[config.mk]
export PLATFORM = sky130hd
export DESIGN_NAME = greg_sb
export DESIGN_NICKNAME = d
export VERILOG_FILES = /design/src/rtl/greg_sb.sv
export SDC_FILE = /design/constraint.sdc
export NUM_CORES = 2
export LEC_CHECK = 0
export ABC_AREA = 0
export CAP_MARGIN = 30
export CORE_MARGIN = 10
export CORE_UTILIZATION = 50
export CTS_BUF_LIST = sky130_fd_sc_hd__clkbuf_8
export DETAILED_ROUTE_END_ITERATION = 16
export GPL_TIMING_DRIVEN = 0
export PLACE_DENSITY = 0.65
export SLEW_MARGIN = 10
export SYNTH_ARGS = -nofsm -noshare
export SYNTH_HDL_FRONTEND = slang
export SYNTH_SLANG_ARGS = --single-unit
[constraint.sdc]
create_clock -name clk -period 5.3 [get_ports clk]
set_input_delay 0.53 -clock clk [delete_from_list [all_inputs] [get_ports clk]]
set_output_delay 0.53 -clock clk [all_outputs]
set_load 0.02 [all_outputs]
[src/rtl/greg_sb.sv]
// General-register file with N combinational read ports, optional write-to-read
// bypass and a per-register pending-write scoreboard for issue hazard stalls.
module greg_sb #(
    parameter int unsigned DATA_W = 32,
    parameter int unsigned ADDR_W = 5,
    parameter int unsigned NREAD  = 2,
    parameter int unsigned BYPASS = 1
) (
    input  logic                     clk,
    input  logic                     rst,
    input  logic                     reg_wr,
    input  logic [ADDR_W-1:0]        wr_num,
    input  logic [DATA_W-1:0]        wr_data,
    input  logic [NREAD*ADDR_W-1:0]  rd_num,
    output logic [NREAD*DATA_W-1:0]  rd_data,
    output logic [NREAD-1:0]         rd_busy,
    input  logic                     busy_set,
    input  logic [ADDR_W-1:0]        busy_num
);

    localparam int unsigned NREG = 2 ** ADDR_W;

    logic [DATA_W-1:0] mem [NREG];
    logic [NREG-1:0]   busy;
    logic              wr_en;
    logic              set_en;

    // Register 0 is hardwired: never written, never marked pending.
    assign wr_en  = reg_wr && (wr_num != '0);
    assign set_en = busy_set && (busy_num != '0);

    // Storage and scoreboard; the set is issued after the clear so a newer producer wins.
    always_ff @(posedge clk) begin
        if (rst) begin
            for (int unsigned i = 0; i < NREG; i++) begin
                mem[i] <= '0;
            end
            busy <= '0;
        end else begin
            if (wr_en) begin
                mem[wr_num]  <= wr_data;
                busy[wr_num] <= 1'b0;
            end
            if (set_en) begin
                busy[busy_num] <= 1'b1;
            end
        end
    end

    // Zero-latency read ports, each with its own bypass compare.
    for (genvar k = 0; k < NREAD; k++) begin : g_rd
        logic [ADDR_W-1:0] idx;
        logic              hit;
        logic              zero;

        assign idx  = rd_num[k*ADDR_W +: ADDR_W];
        assign zero = rst || (idx == '0);
        assign hit  = (BYPASS == 1) && wr_en && (wr_num == idx);

        assign rd_data[k*DATA_W +: DATA_W] = zero ? '0 : (hit ? wr_data : mem[idx]);
        assign rd_busy[k] = !zero && !hit && busy[idx];
    end

endmodule

; ---- Word-level counts from Yosys, hierarchy flattened
; Memories as Yosys holds them, arrays and structs flattened.
; Index checks and enable logic that the tools add are counted.
[totals]
out_inout_bits = 66
elab_cells = 57
register_bits = 32
rom_bits = 0
latch_bits = 0
memories = 1
in_bits = 56
ram_bits = 1024
[op_classes]
n_shift = 0
n_lt_le_gt_ge = 6
n_addsub = 0
n_mux = 23
n_eq_ne = 2
multipliers = 0
n_reduce_logical = 21
div_mod_pow = 0
bitwise = 3
[mem_list]
columns = name, words, width, rd, rd_clocked_by_memory_dff, wr, line_no
row1 = mem, 32, 32, 2, 0, 32, 23  ; logic [DATA_W-1:0] mem [NREG];
[ops]
columns = op, n
row1 = $mux W32, 8
row2 = $and A32 B32 Y32, 1
row3 = $not A32 Y32, 1
row4 = $or A32 B32 Y32, 1
row5 = $reduce_or A32 Y1, 1
row6 = $lt A5 B6 Y1 const B, 4
row7 = $bmux W1 S5, 2
row8 = $demux W1 S5, 2
row9 = $eq A5 B5 Y1, 2
row10 = $ge A5 B1 Y1 const B, 2
row11 = $logic_and A1 B1 Y1, 10
row12 = $logic_not A5 Y1, 2
row13 = $mux W1, 10
row14 = $reduce_bool A5 Y1, 2
row15 = $mux W5, 1
row16 = $logic_not A1 Y1, 4
row17 = $logic_or A1 B1 Y1, 2

; ---- Depth between registers and ports, before layout
[depth]
depth_word = 10
mapped_depth = 10
mapped_depth_nobuf = 5

; ---- Worst setup path after synthesis
; OpenSTA, ideal clock, no wires.
[synth_path]
kind = input port to flip-flop
start = input port wr_num[3]
end = memory mem[6][0] (enable)
arrival_time_ps = 2894
stages = 4
setup_slack_ps = 1977
setup_ps = 429
cell_sequence = buf_2 -> or3b_2 -> clkbuf_1 -> o21bai_1
[synth_lines]
columns = element, line_no
row1 = start: declaration, 12  ; input logic [ADDR_W-1:0] wr_num,
row2 = end: declaration, 23

; ---- Final worst setup path
[layout_path]
start = input port rd_num[6]
end = output port rd_data[56]
[layout_between]
elab_chain_cells = 4
word_cells_on_any_way = 7
cone_classes = eq/ne: 1 / mux: 2 / reduce/logical: 3 / memory: 1
[layout_lines]
columns = element, line_no
row1 = start: declaration, 14  ; input logic [NREAD*ADDR_W-1:0] rd_num,
row2 = branches (longest 3 deep; another with $mem_v2 Z32 W32), --
row3 = $mux W32 (*), 60  ; assign rd_data[k*DATA_W +: DATA_W] = zero ? '0 : (hit ? wr_data : mem[idx]);
row4 = end: declaration, 15  ; output logic [NREAD*DATA_W-1:0] rd_data,
; Mark *: on every way between the ends.

==> reports/summary.txt <==
status: finished, violations left
failing checks: negative setup slack
met2 wire length: 99,250 um
EDFF count, synth: 1,024
Core ar.: 0.1130 mm^2
Buffers & Inverters on Critical Path: 5
met1 WL: 79,870 um
initial drt markers: 6,657
final RePlAce weighted congestion: 1.022
die span in x: 357.8 um
CP Class: in2out
Vias: 42,000
initial antenna violation count: 17
Critical Path Fanout Max: 10
Final Worst Setup Slack: -0.1104 ns
largest net degree at the start of global routing: 34
slowest stage delay, CP: 0.86 ns
most frequent cells in the layout: edfxtp_1 (1,024), and2_1 (993), mux4_2 (405)
die height: 357.8 um
syn avg cell area: 13.94 um^2
total power after layout: 19.67 mW
Met3 Routed Length: 33,520 um
vias in the first global route: 41,140
Final #Nets: 4,535
net switching power: 5.544 mW
synth top area cells: edfxtp_1 (54%), mux4_2 (16%), and2_1 (11%), mux2i_1 (4.5%), clkbuf_1 (2.1%)
Crit path top cell by count: clkdlybuf4s50_1
Inst Count DP: 5,789
Initial Util: 0.5051
DR top layer: met5
gr usage total: 0.3557
final worst path period need: 5.410 ns
htree depth: 4
hold_ws: 0.4180 ns
Setup violations, final: 5
wire per inst: 37.65 um
R2R Path Start: busy[5]$_SDFF_PP0_
global route total overflow: 0
Max Root-Sink Buffers: 3
Worst setup SP type: primary input
switching share of power: 0.2818
commonest non-fill, non-tap cell in the layout: edfxtp_1
P&R area growth vs syn: 13.28%
Async S/R FF share, synth: 0
final hold violations: 0
CP max-delay cell: clkdlybuf4s50_1
largest area contributor in the netlist: edfxtp_1
ys flop type: edfxtp_1
port bufs: 111
first-pass GRT wire length: 315,200 um
Setup crit end kind: output port
sequential fraction of the synthesis area: 0.5501
worst setup path end: rd_data[56]
combinational share of power: 0.152
share of layout cells above drive strength 1: 0.1839
Worst R2R Path Depth: 2
Worst Tran Pin Value: 1.104 ns
# DRC: 0
hold crit path type: in2reg
Clock Latency Late Sink: 0.87 ns
number of max-cap violations: 0
estimated wirelength of the detail-placed design: 165,200 um
RSZ-0062 raised after global routing: false
CP Cell Sequence: clkdlybuf4s50_1, clkbuf_2, clkbuf_1, buf_6, mux4_2, o21ai_0, o211ai_1, a32o_1, clkdlybuf4s50_1
Max rail drop VDD: 0.3113 mV
IO Pins: 122
clock sinks: 1,056
Slew Limit Fails: 0
Netlist cell types: 50
P_leak: 22.49 nW
Synth top area share: 0.5389
CTS tree: yes
clock share of power: 0.348
vias per cell: 6.858
Routed Antenna Nets: 0
post-CTS sizing: 1
die area: 0.1280 mm^2
Reg power frac: 0.500
drt pass-1 iters: 6
final WL: 230,600 um
Int Pwr: 14.13 mW
Setup TNS Final: -0.3430 ns
critical path required time: 4.77 ns
Post-CTS Setup Bufs: 0
clock buffer count from CTS: 178
CTS Hold Bufs: 0
Yosys Warn Count: 0
Critical Path Start: rd_num[6]
final period utilization: 1.021
max_slew headroom: 0.2643
PwrDens: 304.3 mW/mm^2
clk_skew: 0 ns
flop2flop setup slack: 4.55 ns
Non-Filler Instances: 6,125
CP arrival: 4.88 ns
Crit path depth: 9
Clk pin slew, worst setup/hold paths: 0.07 ns
Synth Cell Area: 0.05706 mm^2
Clock Root Buffer: clkbuf_8
worst r2r dst: busy[5]$_SDFF_PP0_
Top delay family on crit path: buffers and inverters
row count: 123
number of register bits inferred by synthesis: 1,056
gate count of the mapped netlist: 4,094
fmax: 0.1848 GHz
==> power groups by stage <==
stage	registers, mW	logic [mW]	clock network, mW
global placement	10.0	2.74	0
finish	9.84	2.99	6.84
detailed placement	10.0	2.85	0
CTS	9.83	2.86	6.81
global route	9.88	3.01	7.17
floorplan	9.93	1.58	0
==> how the worst min path moves through the flow <==
stage                       startpoint                        end  slack (ns)  cells past startpoint
finish                       wr_num[0]  mem[21][31]$_SDFFCE_PN0P_        0.42                      4
global route                 wr_num[0]  mem[21][31]$_SDFFCE_PN0P_        0.41                      4
CTS                          wr_num[0]  mem[21][31]$_SDFFCE_PN0P_        0.34                      4
detailed placement  busy[0]$_SDFF_PP0_         busy[0]$_SDFF_PP0_        0.47                      1
global placement    busy[6]$_SDFF_PP0_         busy[6]$_SDFF_PP0_        0.47                      2
floorplan           busy[0]$_SDFF_PP0_         busy[0]$_SDFF_PP0_        0.45                      1
==> cell type report <==
class,count,area [um^2]
plain buffers,445,1997
multi-input cells,2586,23850
flip-flops and latches,1056,31390
repair buffers,174,2175
clock buffers,186,2560
well taps,1500,1877
diodes,15,37.54
clock inverters,125,610.6
fillers,9240,48330
inverters,38,142.6
==> routing by layer <==
metal  global-route usage  up-vias
li1                     -    16510
met1               0.4410    21170
met2               0.5188     3551
met3               0.1336      762
met4               0.2353        6
met5                    0        -
==> synthesized netlist by cell type (all sizes together) (2+ instances only) <==
library cell  count
mux4            405
xnor2             3
a31o              2
o21ai           140
o211ai           63
o21bai           11
dfxtp            32
buf             104
nand2            25
xor2              7
a21o             20
nor3             11
nand4b            4
or3b              3
inv              38
and3b             2
or3               6
a22oi           125
nor4              4
nor3b             3
nand3           129
a32o             64
a221oi           66
nor2            108
a21oi            63
and2            993
edfxtp         1024
nand2b            3
nand3b            4
o22ai            16
clkbuf          341
nor2b             8
nand4             3
mux2i           254
and3              2
==> logic make-up (layout without fill, tap and decap cells) <==
kind of cell	Yosys count	count (layout)	synth area share
flip-flops	1056	1056	0.5501
XOR/XNOR	10	10	0.001535
multiplexers	659	659	0.2044
buffers and inverters	483	968	0.03717
AO/OA/AOI/OAI	577	577	0.07105
AND/OR/NAND/NOR	1308	1308	0.1356
other	1	47	0.00006572
==> registers in the layout, summed over array words and instances (netlist names) <==
register / cells
busy: 32
mem: 1024
==> stage by stage <==
| step | instance area [um^2] | utilization | worst slack, ns |
|---|---|---|---|
| 2_1_floorplan | 57170 | - | 1.977 |
| 3_3_place_gp | 60160 | 0.5326 | -0.7391 |
| 3_5_place_dp | 61290 | 0.5426 | -0.1811 |
| 4_1_cts | 64460 | 0.5707 | 0.08248 |
| 5_1_grt | 64610 | 0.5719 | 0.01154 |
| 6_report | 64640 | 0.5722 | -0.1104 |
==> worst reg2reg max path: stages, from the launching register on <==
cell,delay (ns)
dfxtp_1,0.37
inv_1,0.05
o21ai_0,0.23
(Power assumes the default switching activity.)
